--- config.mk ---
export PLATFORM = sky130hd
export DESIGN_NAME = reg_write_back
export DESIGN_NICKNAME = d
export VERILOG_FILES = /design/src/rtl/reg_write_back.sv
export SDC_FILE = /design/constraint.sdc
export NUM_CORES = 1
export LEC_CHECK = 0
export BUFFER_PORTS_ARGS = -buffer_cell sky130_fd_sc_hd__buf_4
export CAP_MARGIN = 15
export CORE_MARGIN = 1.5
export CORE_UTILIZATION = 62
export DETAILED_ROUTE_END_ITERATION = 8
export PLACE_DENSITY_LB_ADDON = 0.05
export SYNTH_ARGS = -nofsm -noshare
export SYNTH_HDL_FRONTEND = slang
export SYNTH_SLANG_ARGS = --single-unit
--- constraint.sdc ---
create_clock -name clk -period 4.5 [get_ports clk]
set_input_delay 0.225 -clock clk [delete_from_list [all_inputs] [get_ports clk]]
set_output_delay 0.225 -clock clk [all_outputs]
set_load 0.02 [all_outputs]
--- src/rtl/reg_write_back.sv ---
// rtl/reg_write_back.sv - write-back buffer queuing register-file writes with forwarding lookup
// Selects result source, drops $0/non-writing beats, holds pending writes until rfAccept.
module reg_write_back #(
  parameter int DEPTH = 4,
  localparam int AW = $clog2(DEPTH),
  localparam int CW = AW + 1
) (
  input  logic          clk,
  input  logic          reset,
  input  logic          inValid,
  output logic          inReady,
  input  logic          inRegWrite,
  input  logic          inMemToReg,
  input  logic          inLink,
  input  logic [4:0]    inDest,
  input  logic [31:0]   aluResult,
  input  logic [31:0]   memData,
  input  logic [31:0]   pc,
  output logic          regWrite,
  output logic [4:0]    writeRegister,
  output logic [31:0]   writeData,
  input  logic          rfAccept,
  input  logic [4:0]    lookupReg1,
  input  logic [4:0]    lookupReg2,
  output logic          hit1,
  output logic          hit2,
  output logic [31:0]   fwdData1,
  output logic [31:0]   fwdData2,
  output logic [AW:0]   count
);

  localparam logic [AW:0] FULL_CNT = CW'(DEPTH);

  logic [4:0]    dest_mem [DEPTH];
  logic [31:0]   data_mem [DEPTH];
  logic [AW-1:0] wr_ptr;
  logic [AW-1:0] rd_ptr;
  logic [AW:0]   cnt;

  logic          full;
  logic          empty;
  logic          accept;
  logic          push;
  logic          pop;
  logic [4:0]    sel_dest;
  logic [31:0]   sel_data;

  assign full    = (cnt == FULL_CNT);
  assign empty   = (cnt == '0);
  assign inReady = !full;
  assign count   = cnt;

  assign sel_dest = inLink ? 5'd31 : inDest;
  assign sel_data = inLink ? (pc + 32'd4) : (inMemToReg ? memData : aluResult);

  // Link beats always land on r31, so only non-link beats can be discarded.
  assign accept = inValid && inReady;
  assign push   = accept && (inLink || (inRegWrite && (sel_dest != 5'd0)));
  assign pop    = !empty && rfAccept;

  always_ff @(posedge clk) begin
    if (reset) begin
      wr_ptr <= '0;
      rd_ptr <= '0;
      cnt    <= '0;
    end else begin
      if (push) wr_ptr <= wr_ptr + AW'(1);
      if (pop)  rd_ptr <= rd_ptr + AW'(1);
      if (push && !pop)      cnt <= cnt + CW'(1);
      else if (pop && !push) cnt <= cnt - CW'(1);
    end
  end

  always_ff @(posedge clk) begin
    if (push && !reset) begin
      dest_mem[wr_ptr] <= sel_dest;
      data_mem[wr_ptr] <= sel_data;
    end
  end

  assign regWrite      = !empty;
  assign writeRegister = empty ? 5'd0  : dest_mem[rd_ptr];
  assign writeData     = empty ? 32'd0 : data_mem[rd_ptr];

  // Walk oldest to newest so the newest match is the one left standing.
  always_comb begin
    logic [AW-1:0] fidx;
    hit1     = 1'b0;
    hit2     = 1'b0;
    fwdData1 = 32'd0;
    fwdData2 = 32'd0;
    fidx     = '0;
    for (int k = 0; k < DEPTH; k++) begin
      fidx = rd_ptr + AW'(k);
      if (CW'(k) < cnt) begin
        if ((lookupReg1 != 5'd0) && (dest_mem[fidx] == lookupReg1)) begin
          hit1     = 1'b1;
          fwdData1 = data_mem[fidx];
        end
        if ((lookupReg2 != 5'd0) && (dest_mem[fidx] == lookupReg2)) begin
          hit2     = 1'b1;
          fwdData2 = data_mem[fidx];
        end
      end
    end
  end

endmodule

# --- Yosys cells after proc, flatten, opt, wreduce, memory -nomap -nowiden ---
# Memory sizes are Yosys's and may differ from the RTL's. A register that Yosys moved wholly into a read port is not among the register bits.
# Index checks and enable logic that the tools add are counted.
word_totals:
  reg_bits: 7
  ramBits: 148
  in_bits: 118
  wordCells: 96
  mem_count: 2
memory_table:
  columns: ["memory", "words", "word_bits", "read_ports", "rd_ports_with_merged_regs", "write_ports", "line_no", "text"]
  rows:
  - ["data_mem", 4, 32, 4, 1, 1, "35", "logic [31:0] data_mem [DEPTH];"]
  - ["dest_mem", 4, 5, 4, 1, 1, "34", "logic [4:0] dest_mem [DEPTH];"]
classes:
  n_addsub: 7
  magnitude_cmp: 4
  n_eq_ne: 9
  mux: 45
  n_reduce_logical: 26
ops:
  columns: ["op", "count"]
  rows:
  - ["$mux 32", 19]
  - ["$eq 5x5->1", 8]
  - ["$add 32x3->32 const B", 1]
  - ["$mux 1", 18]
  - ["$logic_and 1x1->1", 15]
  - ["$reduce_bool 5->1", 3]
  - ["$mux 5", 2]
  - ["$mux 2", 4]
  - ["$lt 1x3->1 const A", 2]
  - ["$lt 2x3->1 const A", 2]
  - ["$mux 3", 2]
  - ["$logic_not 1->1", 5]
  - ["$add 2x1->2 const B", 2]
  - ["$add 2x2->2 const B", 2]
  - ["$add 3x1->3 const B", 1]
  - ["$eq 3x3->1 const B", 1]
  - ["$logic_not 3->1", 1]
  - ["$sub 3x1->3 const B", 1]
  - ["$reduce_bool 2->1", 1]
  - ["$logic_or 1x1->1", 1]

# --- Longest topological paths before layout ---
depth:
  word_depth: 10
  ltp_mapped: 12
  depth_no_buf: 10

# --- Least setup slack after synthesis ---
# Ideal clock, no wire load.
synth_path:
  path_type: "reg2reg"
  from: "reg cnt[0] (netlist: count[0])"
  to: "mem data_mem[0][0], enable pin"
  setup_ps: 398
  t_arrival_ps: 2499
  t_required_ps: 4102
  slack_ps: 1603
  path_stages_with_launch: 8
  n_path_buf: 0
  period_less_slack_ps: 2897
  path_cell_list: "dfxtp_1 -> inv_1 -> ha_1 -> nand2_1 -> nand2_1 -> nor2_1 -> nor2b_1 -> and2_1"
synth_between:
  elab_chain_len: 7
synth_lines:
  columns: ["element", "line_no", "text"]
  rows:
  - ["start: declaration", "38", "logic [AW:0] cnt;"]
  - ["start signal: assignment", "69", "if (push && !pop) cnt <= cnt + CW'(1);"]
  - ["start signal: assignment", "70", "else if (pop && !push) cnt <= cnt - CW'(1);"]
  - ["$eq 3x3->1", "48", "assign full = (cnt == FULL_CNT);"]
  - ["$logic_not 1->1", "50", "assign inReady = !full;"]
  - ["via inReady", "11", "output logic inReady,"]
  - ["$logic_and 1x1->1", "57", "assign accept = inValid && inReady;"]
  - ["$logic_and 1x1->1", "58", "assign push = accept && (inLink || (inRegWrite && (sel_dest != 5'd0)));"]
  - ["via push", "43", "logic push;"]
  - ["$logic_and 1x1->1", "75", "if (push && !reset) begin"]
  - ["$mux 1", "75", null]
  - ["$mux 1 (not written as such)", "77", "data_mem[wr_ptr] <= sel_data;"]
  - ["end: declaration", "35", null]
# The timed path passes the listed nets, and every way through them passes these cells.

# --- Worst setup path after layout ---
layout_path:
  from: "reg rd_ptr[0]"
  to: "out fwdData1[3]"
layout_between:
  elab_chain_len: 10
  elab_cells_between_ends: 17
layout_lines:
  columns: ["element", "line_no", "text"]
  rows:
  - ["start: declaration", "37", "logic [AW-1:0] rd_ptr;"]
  - ["start signal: assignment", "68", "if (pop) rd_ptr <= rd_ptr + AW'(1);"]
  - ["$add 2x1->2", "94", "fidx = rd_ptr + AW'(k);"]
  - ["$mem_v2 4x5", null, null]
  - ["$eq 5x5->1", "96", "if ((lookupReg1 != 5'd0) && (dest_mem[fidx] == lookupReg1)) begin"]
  - ["$logic_and 1x1->1", "96", null]
  - ["$mux 32", "96", null]
  - ["$mux 32", "95", "if (CW'(k) < cnt) begin"]
  - ["$mux 32", "96", null]
  - ["$mux 32", "95", null]
  - ["$mux 32", "96", null]
  - ["$mux 32 (*)", "95", null]
  - ["end: declaration", "27", "output logic [31:0] fwdData1,"]
# Mark *: on every way between the ends. The rest lies on a longest branch, timed or not.

==> qor.yml <==
tightest_slew_ns: 1.155
grtUsageTotal: 0.3217
min_period_ns: 4.278
route.antenna.remaining_nets: 0
worstSetupPathDepth: 10
synth.cell_area_sq_um: 13020
synth_adder_area_share: 0.009606
die_y_um: 147.9
synth.yosys.seq_area_share: 0.3550
n_antenna_cell: 0
ys.flop_type: "edfxtp_1"
place_area_sq_um: 14730
worst_skew_pair.late_latency_ns: 0.42
synth_cells: 1218
drc: 0
drive_above_1_share: 0.3227
nFillCells: 1419
path_cells: "buf_4 > mux4_2 > xnor2_1 > nand4_1 > nor4_4 > buf_4 > and2_1 > o21ai_1 > a31oi_1 > buf_4"
grt.overflow.total: 0
dpl.cell_count: 1620
ir_worst_vdd_uv: 351.4
root_buffer: "clkbuf_16"
fin_skew_ns: 0.008868
grt_pass1_vias: 10360
die-area_sq_um: 21890
yosys-mux-area-fraction: 0.2744
cts_buffer_depth: 2
synth.avg_cell_area_sq_um: 10.69
grt_max_degree: 71
dp_hpwl_um: 23690
relSlewSlack: 0.2299
crit_type: "flop to output pin"
maxCapViolCount: 0
hold_viol_final: 0
drtIter0Drc: 927
fin_crit_sh: 0.9507
r2r_cells: 7
vias_per_cell: 6.484
hp-class: "input pin to flop"
timing.rr.end: "data_mem[1][15]"
cp_top_family: "buffers and inverters"
cts_resized: 0
clk_pin_slew_worst_paths_ns: 0.06
path_max_fanout: 33
grt_antenna_before_repair: 0
core_sq_um: 20430
fin_util: 0.7470
rsz0062_at_grt: "false"
status: "completed"
power_density_nw_per_um2: 433.1
slew_violations: 0
synth_compound_area_frac: 0.1067
routabilityCongestion: 0.8732
hold_depth: 2
finalSetupViolCount: 0
final_cells: 1652
async_reset_ff_frac: 0
cp_common_cell: "buf_4"
cts_tree: "yes"
max_freq_mhz: 233.7
crit_start: "rd_ptr[0]"
fin_setup_tns_ns: 0
timing.critical_path.buf_inv: 3
grt_pass1_wl_um: 54840
synth_xor_area_frac: 0.04841
die_x_um: 147.9
area_delta_synth_final_pct: 17.17
synth_nets: 1346
ys_seq_elements: 157
numPortBuffers: 225
p_leak_nw: 5.468
numCtsBuffers: 17
power_mw: 6.609
max_stage_delay_ns: 0.60
arrival_ns: 4.05
r2r_slack_ns: 1.51
synthSimpleGateAreaFrac: 0.1589
ioPinCount: 226
r2r_start: "count[0]"
wirelength_um: 35050
synth_edf_count: 148
start_kind: "flop"
first_pass_iters: 5
design_area_sq_um: 15260
hp-start: "reset"
synth_cell_types: 51
crit_end: "fwdData1[3]"
wl_per_cell_um: 21.22
start_util: 0.6376
row_count: 52
synth_top_family_by_area: "multiplexers"
htree_levels: 4
nets: 1497
cts.sinks: 157
crit_path_end_kind: "output pin"
cp.required_ns: 4.28
hold_buffers: 0
ys.warnings.count: 0
vias: 10710
postCtsSetupBuffers: 0
slowest_stage: "dfxtp_4"
[area by class of cell]
type,instances,area [sq um],share of cell area
timing repair buffer,247,1867,0.1223
clock inverter,13,101.3,0.006641
multi-input combinational,936,7848,0.5142
tap,270,337.8,0.02214
clock buffer,19,432.9,0.02837
sequential,157,4637,0.3038
inverter,10,37.54,0.002460
[cells in the final DEF, fill, tap and decap left out, types with 4 or more instances in the layout]
cell,n
a211oi_1,9
a21o_1,32
a21oi_1,14
a311oi_1,30
a31oi_1,32
and2_1,39
and2_2,4
buf_4,246
clkbuf_16,17
clkinv_1,5
clkinvlp_4,5
dfxtp_1,5
edfxtp_1,148
ha_1,10
inv_1,9
mux2_2,33
mux2i_1,68
mux4_2,112
nand2_1,133
nand3_1,16
nand3b_1,32
nand4_1,9
nor2_1,115
nor2b_1,11
nor3_1,40
o21ai_0,56
o21ai_1,32
or2_2,7
xnor2_1,41
xor2_1,31
[cell usage after synthesis, types with 10 or more instances]
library cell	instances	area (sq um)
nand3b_1	32	240.2
buf_6	12	135.1
nor3_1	40	200.2
buf_2	26	130.1
mux4_2	112	2522
nor2b_1	12	75.07
xnor2_1	41	359.1
a21oi_1	14	70.07
nor2_1	115	431.7
o21ai_0	56	280.3
o21ai_1	32	160.2
buf_1	15	56.30
ha_1	10	125.1
nand3_1	16	80.08
and2_1	43	269.0
mux2_2	33	371.6
a31oi_1	32	200.2
nand2_1	133	499.2
clkbuf_1	57	214.0
mux2i_1	68	680.7
a311oi_1	30	262.8
a21o_1	32	240.2
edfxtp_1	148	4444
xor2_1	31	271.5
[worst min-delay path by stage]
| stage | to |
|---|---|
| 2_1_floorplan | dest_mem[0][0] |
| 3_3_place_gp | wr_ptr[0] |
| 3_5_place_dp | flop |
| 4_1_cts | count[0] |
| 5_1_grt | count[0] |
| 6_report | count[0] |
[state kept, by name (all words and copies together), names as in the netlist, named ones only]
signal    cells
dest_mem     20
data_mem    128
count         3
rd_ptr        2
wr_ptr        2
[report_power, final]
part           internal (mW)  switching [mW]
clock                  0.750           0.565
combinational           1.56            1.86
sequential              1.71           0.164
total                   4.02            2.59
[per-stage QoR]
| stage | setup slack [ns] | hold WS [ns] |
|---|---|---|
| after floorplan | 1.603 | 0.4342 |
| after global placement | 0.8407 | 0.4741 |
| after detailed placement | 0.7246 | 0.4665 |
| after CTS | 0.2534 | 0.02475 |
| after global routing | 0.01878 | 0.03100 |
| final | 0.2218 | 0.03828 |
[logic make-up (layout without fill, tap and decap cells)]
family	count (synthesis)	in the layout
and+or+nand+nor	426	426
adders and majority gates	10	10
DFF	157	157
buffers and inverters	125	289
xor gates and xnor gates	72	72
AOI/OAI and AO/OA	215	215
muxes	213	213
[layer usage]
layer  wire length [um]  track usage  share of wire  up-vias
met5                  0            0              0        -
li1                   -            -              -     4920
met2              17740       0.5556           0.51      533
met4                951       0.1292          0.027        0
met1              13360       0.4060           0.38     5181
met3               3002      0.05247          0.086       77
No activity file was read; power rests on OpenSTA's default activity.
